$ cat src/rtl/mem_arb_pkg.sv
// Shared types and default sizes for the data-RAM arbiter (mem_arbiter).
// Read-response owner encoding plus a helper that classifies a granted access.
package mem_arb_pkg;

  localparam int DEF_ADDR_W      = 8;
  localparam int DEF_DATA_W      = 8;
  localparam int DEF_MAX_CPU_RUN = 4;
  localparam int RUN_CNT_W       = 4;

  typedef enum logic [1:0] {
    OWN_NONE = 2'd0,
    OWN_CPU  = 2'd1,
    OWN_EXT  = 2'd2
  } owner_t;

  // Only reads produce a response, so a granted write leaves no owner behind.
  function automatic owner_t read_owner(input logic cpu_gnt, input logic cpu_we,
                                        input logic ext_gnt, input logic ext_we);
    owner_t owner;
    owner = OWN_NONE;
    if (cpu_gnt && !cpu_we) begin
      owner = OWN_CPU;
    end else if (ext_gnt && !ext_we) begin
      owner = OWN_EXT;
    end
    return owner;
  endfunction

endpackage

$ cat src/rtl/mem_arbiter_starve_cnt.sv
// Saturating run-length counter with synchronous clear, used to bound how long
// the external port can be held off by back-to-back CPU grants.
module arb_starve_cnt
  import mem_arb_pkg::*;
#(
  parameter int W = RUN_CNT_W
) (
  input  logic         clock,
  input  logic         reset,
  input  logic         inc,
  input  logic         clr,
  output logic [W-1:0] count
);

  localparam logic [W-1:0] COUNT_MAX = {W{1'b1}};

  // Clear wins over increment so an external grant always restarts the run.
  always_ff @(posedge clock) begin
    if (reset || clr) begin
      count <= '0;
    end else if (inc && (count != COUNT_MAX)) begin
      count <= count + 1'b1;
    end
  end

endmodule

$ cat src/rtl/mem_arbiter.sv
// Single-cycle arbiter sharing one synchronous single-port data RAM between the
// CPU data port and an external loader/debug port. Fairness counter: MEM_ARB_FAIRNESS_EN.
module mem_arbiter
  import mem_arb_pkg::*;
#(
  parameter int ADDR_W      = DEF_ADDR_W,
  parameter int DATA_W      = DEF_DATA_W,
  parameter int MAX_CPU_RUN = DEF_MAX_CPU_RUN
) (
  input  logic              clock,
  input  logic              reset,
  input  logic              cpu_req,
  input  logic              cpu_we,
  input  logic [ADDR_W-1:0] cpu_addr,
  input  logic [DATA_W-1:0] cpu_wdata,
  output logic              cpu_gnt,
  output logic              cpu_rvalid,
  output logic [DATA_W-1:0] cpu_rdata,
  output logic              cpu_stall,
  input  logic              ext_req,
  input  logic              ext_we,
  input  logic [ADDR_W-1:0] ext_addr,
  input  logic [DATA_W-1:0] ext_wdata,
  output logic              ext_gnt,
  output logic              ext_rvalid,
  output logic [DATA_W-1:0] ext_rdata,
  output logic              mem_en,
  output logic              mem_we,
  output logic [ADDR_W-1:0] mem_addr,
  output logic [DATA_W-1:0] mem_wdata,
  input  logic [DATA_W-1:0] mem_rdata
);

  owner_t            resp_owner;
  logic [DATA_W-1:0] cpu_rdata_q;
  logic [DATA_W-1:0] ext_rdata_q;
  logic              ext_turn;

`ifdef MEM_ARB_FAIRNESS_EN
  localparam logic [RUN_CNT_W-1:0] RUN_LIMIT = RUN_CNT_W'(MAX_CPU_RUN);

  logic [RUN_CNT_W-1:0] run_cnt;
  logic                 run_inc;
  logic                 run_clr;

  // The run only counts CPU wins that actually kept a waiting external port out.
  assign run_inc = cpu_gnt & ext_req;
  assign run_clr = ext_gnt | ~ext_req;

  arb_starve_cnt #(
    .W(RUN_CNT_W)
  ) u_starve_cnt (
    .clock(clock),
    .reset(reset),
    .inc  (run_inc),
    .clr  (run_clr),
    .count(run_cnt)
  );

  assign ext_turn = ext_req & (~cpu_req | (run_cnt == RUN_LIMIT));
`else
  assign ext_turn = ext_req & ~cpu_req;
`endif

  // Grants are forced low during reset so nothing reaches the RAM.
  assign ext_gnt   = ~reset & ext_turn;
  assign cpu_gnt   = ~reset & cpu_req & ~ext_turn;
  assign cpu_stall = ~reset & cpu_req & ~cpu_gnt;

  always_comb begin
    mem_en    = cpu_gnt | ext_gnt;
    mem_we    = 1'b0;
    mem_addr  = '0;
    mem_wdata = '0;
    if (cpu_gnt) begin
      mem_we    = cpu_we;
      mem_addr  = cpu_addr;
      mem_wdata = cpu_wdata;
    end else if (ext_gnt) begin
      mem_we    = ext_we;
      mem_addr  = ext_addr;
      mem_wdata = ext_wdata;
    end
  end

  always_ff @(posedge clock) begin
    if (reset) begin
      resp_owner <= OWN_NONE;
    end else begin
      resp_owner <= read_owner(cpu_gnt, cpu_we, ext_gnt, ext_we);
    end
  end

  // Each port keeps the last data it was handed while the other port reads.
  always_ff @(posedge clock) begin
    if (reset) begin
      cpu_rdata_q <= '0;
      ext_rdata_q <= '0;
    end else begin
      if (resp_owner == OWN_CPU) begin
        cpu_rdata_q <= mem_rdata;
      end
      if (resp_owner == OWN_EXT) begin
        ext_rdata_q <= mem_rdata;
      end
    end
  end

  assign cpu_rvalid = (resp_owner == OWN_CPU);
  assign ext_rvalid = (resp_owner == OWN_EXT);
  assign cpu_rdata  = cpu_rvalid ? mem_rdata : cpu_rdata_q;
  assign ext_rdata  = ext_rvalid ? mem_rdata : ext_rdata_q;

endmodule
$ cat config.mk
export PLATFORM = sky130hd
export DESIGN_NAME = mem_arbiter
export DESIGN_NICKNAME = d
export VERILOG_FILES = /design/src/rtl/mem_arb_pkg.sv /design/src/rtl/mem_arbiter_starve_cnt.sv /design/src/rtl/mem_arbiter.sv
export SDC_FILE = /design/constraint.sdc
export NUM_CORES = 1
export LEC_CHECK = 0
export ABC_AREA = 1
export ABC_CLOCK_PERIOD_IN_PS = 900
export BUFFER_PORTS_ARGS = -buffer_cell sky130_fd_sc_hd__buf_2
export CAP_MARGIN = 30
export CORE_MARGIN = 2
export CORE_UTILIZATION = 36
export CTS_CLUSTER_SIZE = 16
export DETAILED_ROUTE_END_ITERATION = 12
export PLACE_DENSITY = 0.76
export RECOVER_POWER = 50
export SKIP_LAST_GASP = 1
export SLEW_MARGIN = 20
export SYNTH_ARGS = -nofsm -noshare
export SYNTH_HDL_FRONTEND = slang
export SYNTH_HIERARCHICAL = 1
export SYNTH_SLANG_ARGS = --single-unit
$ cat constraint.sdc
create_clock -name clock -period 0.9 [get_ports clock]
set_input_delay 0.09 -clock clock [delete_from_list [all_inputs] [get_ports clock]]
set_output_delay 0.09 -clock clock [all_outputs]
set_load 0.01 [all_outputs]
Word-level counts from Yosys, hierarchy flattened
Cells that the tools add are included.
{"block": "totals", "regBits": 18, "out_inout_bits": 39, "elab_cells": 31}
{"block": "classes", "n_eq_ne": 2, "mux": 10, "bitwise_logic": 10, "n_reduce_logical": 5}
{"cell": "$mux 8", "count": 6}
{"cell": "$and 1x1->1", "count": 5}
{"cell": "$not 1->1", "count": 4}
{"cell": "$mux 1", "count": 3}
{"cell": "$eq 2x1->1 const B", "count": 1}
{"cell": "$eq 2x2->1 const B", "count": 1}
{"cell": "$logic_and 1x1->1", "count": 2}
{"cell": "$logic_not 1->1", "count": 2}
{"cell": "$mux 2", "count": 1}
{"cell": "$reduce_or 2->1", "count": 1}
{"cell": "$or 1x1->1", "count": 1}

Depth between registers and ports, before layout
{"block": "depth", "word_depth": 6, "mapped_depth": 7}

Least setup slack after synthesis
OpenSTA, ideal clock, no wires.
{"block": "synth_path", "kind": "register to register", "start": "register resp_owner[1]", "end": "register cpu_rdata_q[2]", "setup_ns": 0.128, "t_arrival_ns": 0.831, "setup_slack_ns": -0.058, "path_stages_with_launch": 7, "path_buffers": 1, "synth_period_minus_slack_ns": 0.958, "path_cell_list": "dfxtp_1 > buf_2 > inv_2 > nand2_2 > nand2_1 > nand2_1 > nor2_1"}
{"block": "synth_via", "elab_chain_cells": 2}
{"element": "start: declaration", "line_no": "mem_arbiter.sv:34", "source": "owner_t resp_owner;"}
{"element": "start signal: assignment", "line_no": "mem_arbiter.sv:90", "source": "resp_owner <= read_owner(cpu_gnt, cpu_we, ext_gnt, ext_we);"}
{"element": "$eq 2x1->1", "line_no": "mem_arbiter.sv:100", "source": "if (resp_owner == OWN_CPU) begin"}
{"element": "$mux 8"}
{"element": "end signal: assignment", "line_no": "mem_arbiter.sv:101", "source": "cpu_rdata_q <= mem_rdata;"}
{"element": "end: declaration", "line_no": "mem_arbiter.sv:35", "source": "logic [DATA_W-1:0] cpu_rdata_q;"}
Every way passes these cells.
A chain may end at the register's enable or synchronous reset.

Worst setup path after layout
{"block": "layout_path", "start": "register resp_owner[1]", "end": "output port cpu_rdata[7]"}
{"block": "layout_via", "elab_chain_cells": 2}
{"element": "$eq 2x1->1", "line_no": "mem_arbiter.sv:109", "source": "assign cpu_rvalid = (resp_owner == OWN_CPU);"}
{"element": "$mux 8"}
{"element": "end: declaration", "line_no": "mem_arbiter.sv:18", "source": "output logic [DATA_W-1:0] cpu_rdata,"}
Every way passes these cells.

==> impl_metrics.py <==
metrics = {
    "place": {
        "place_ws_ns": -0.190,
        "finalWeightedCongestion": 0.842,
        "dpl.hpwl_mm": 2.47,
        "port_buffers": 83,
    },
    "cts": {
        "clk_pin_slew_worst_paths_ns": 0.10,
        "clkLatencyLatePin_ns": 0.29,
        "cts_root_buf": "clkbuf_4",
        "clkSinkCount": 18,
        "cts_tree": "built",
        "numCtsBuffers": 3,
        "h-tree-depth": 1,
        "cts_buffer_depth": 2,
    },
    "sta": {
        "rsz0062_at_grt": "yes",
        "slew_violations": 0,
        "hold_ws_ns": 0.0675,
        "skew_ns": 0.00198,
        "min_period_ns": 1.33,
        "setup_violations": 42,
        "fin_crit_sh_pct": 147,
        "finalWorstSetupSlack_ns": -0.427,
        "fmax_ghz": 0.753,
        "hold_violations": 0,
    },
    "synthesis": {
        "synth-main-ff-cell": "dfxtp_1",
        "synthTopCellsByCount": "nand2_1 (84), inv_1 (42), dfxtp_1 (18), nor2_1 (17), nand3_1 (16)",
        "avgSynthCellArea_um2": 5.79,
        "syn_inst": 195,
        "synth_nets": 241,
        "synth_seq_cells": 18,
        "synthTopCellsByArea": "dfxtp_1 (32%), nand2_1 (28%), inv_1 (14%), nand3_1 (7.1%), nor2_1 (5.6%)",
        "synth-seq-area-share_pct": 31.9,
        "synth.cell_area_um2": 1130,
        "async_flop_share_pct": 0,
        "ys_types": 17,
        "synth_most_common_cell": "nand2_1",
        "synth_edf_count": 0,
        "yosysWarnings": 6,
        "synth_area_leader_cell": "dfxtp_1",
        "synth_top_area_share_pct": 31.9,
    },
    "detailed_routing": {
        "vias": 1522,
        "vias_per_cell": 4.42,
        "dr.pass1.iters": 4,
        "wirelength_mm": 3.90,
        "ant_nets": 0,
        "drc": 0,
        "drtIter0Drc": 42,
        "wire_per_inst_um": 11.3,
    },
    "critical_path": {
        "start_kind": "register",
        "end_kind": "output port",
        "cp_slowest_cell": "dfxtp_4",
        "cpLargestDelayFamily": "flip-flops",
        "path_max_fanout": 7,
        "crit_type": "reg2out",
        "max_stage_delay_ns": 0.42,
        "critPathRequiredTime_ns": 0.81,
        "r2r_start": "resp_owner[1]$_SDFF_PP0_",
        "cp-startpoint": "resp_owner[1]$_SDFF_PP0_",
        "worstPathBufferInverterCount": 4,
        "path_cells": "inv_6 -> buf_6 -> nand3_2 -> nand2_2 -> inv_1 -> buf_2",
        "critical_path_arrival_ns": 1.24,
    },
    "global_routing": {
        "first_global_vias": 1318,
        "antenna_found_initial": 0,
        "grt_first_pass_wirelength_mm": 5.11,
        "grt.total_usage_pct": 18.8,
        "grt.overflow.total": 0,
        "grt_start_max_net_pins": 19,
    },
    "cells_and_area": {
        "drive_gt1_share_pct": 56.7,
        "num_antenna_cells": 0,
        "syn_to_final_growth_pct": 90.3,
        "nets": 347,
    },
    "floorplanning": {
        "num_rows": 20,
        "initial_utilization_pct": 37.3,
        "fp.coreArea_um2": 3030,
        "num_io_pins": 85,
        "fp.dieH_um": 60.0,
        "die_area_um2": 3600,
        "die_x_um": 60.0,
    },
    "outcome": {
        "violations": "negative setup slack",
        "status": "complete, but fails checks",
    },
    "pwr": {
        "ir_drop_uv": 602,
        "power_leakage_nw": 1.26,
        "power.density_nw_per_um2": 982,
    },
    "hold_path": {
        "hold_path_class": "in2reg",
        "holdCritStartpoint": "cpu_req",
    },
    "run": {
        "drv_cap": 0,
    },
}
## layout make-up
type / count / area, um^2
fillers: 258 / 878
multi-input cells: 127 / 762
well taps: 44 / 55.1
repair buffers: 105 / 736
inverters: 46 / 193
flip-flops and latches: 18 / 368
clock buffers: 4 / 36.3
## sequential cells by signal, indices dropped and copies added, names as in the netlist
register and cells:
ext_rdata_q 8, cpu_rdata_q 8, resp_owner 2
## path summary, 6_finish.rpt
check / end / slack (ns) / cells after the start
min: resp_owner[1]$_SDFF_PP0_ / 0.07 / 2
max: cpu_rdata[7] / -0.43 / 6
min reg2reg: ext_rdata_q[7]$_SDFF_PP0_ / 0.54 / 4
max reg2reg: cpu_rdata_q[6]$_SDFF_PP0_ / -0.34 / 8
## report_power, final
group	switching (mW)	total (mW)	internal, mW
logic	0.400	0.778	0.378
clock network	0.241	0.488	0.247
registers	0.0193	0.845	0.825
## timing repair
| item | CTS | global route |
|---|---|---|
| endpoints found under the hold margin | 2 | 0 |
| setup endpoints to repair | 48 | 50 |
| cloned | 2 | 1 |
| setup buffers | 24 | 8 |
| resized for setup | 23 | 82 |
| hold buffers | 2 | 0 |
| pin swaps | 17 | 27 |
## placed cells by master, fill, tap and decap left out, drive strengths merged
master,netlist,final
buf,6,100
clkbuf,1,7
conb,1,1
dfxtp,18,18
dlygate4sd3,0,2
inv,46,46
nand2,88,88
nand3,16,16
nor2,18,21
nor3,1,1
## stage by stage
| step | instance area [um^2] | util (%) | total power, mW | setup TNS, ns | cells |
|---|---|---|---|---|---|
| floorplan | 1140 | - | 1.14 | -0.0873 | 195 |
| global placement | 1610 | 53.1 | 1.37 | -3.86 | 324 |
| detailed placement | 1610 | 53.1 | 1.38 | -4.25 | 324 |
| CTS | 1840 | 60.9 | 1.96 | -7.32 | 342 |
| global route | 2150 | 71.0 | 2.24 | -11.46 | 344 |
| finish | 2150 | 71.0 | 2.11 | -8.32 | 344 |
## logic make-up (layout without fill, tap and decap cells)
logic type / Yosys count / after routing / share of synthesized area [%]
other cells: 1 / 1 / 0.332
buf+inv: 53 / 155 / 21.8
simple gates: 123 / 126 / 46.0
flops: 18 / 18 / 31.9
## layer usage
layer	GRT usage [%]	share of wire, %	vias to the layer above
met3	3.03	7.4	8
met4	7.94	1.8	0
met2	36.3	58	69
met5	0	0	-
met1	19.7	33	679
li1	-	-	766
Note: power is estimated with default switching activity, not from simulation.
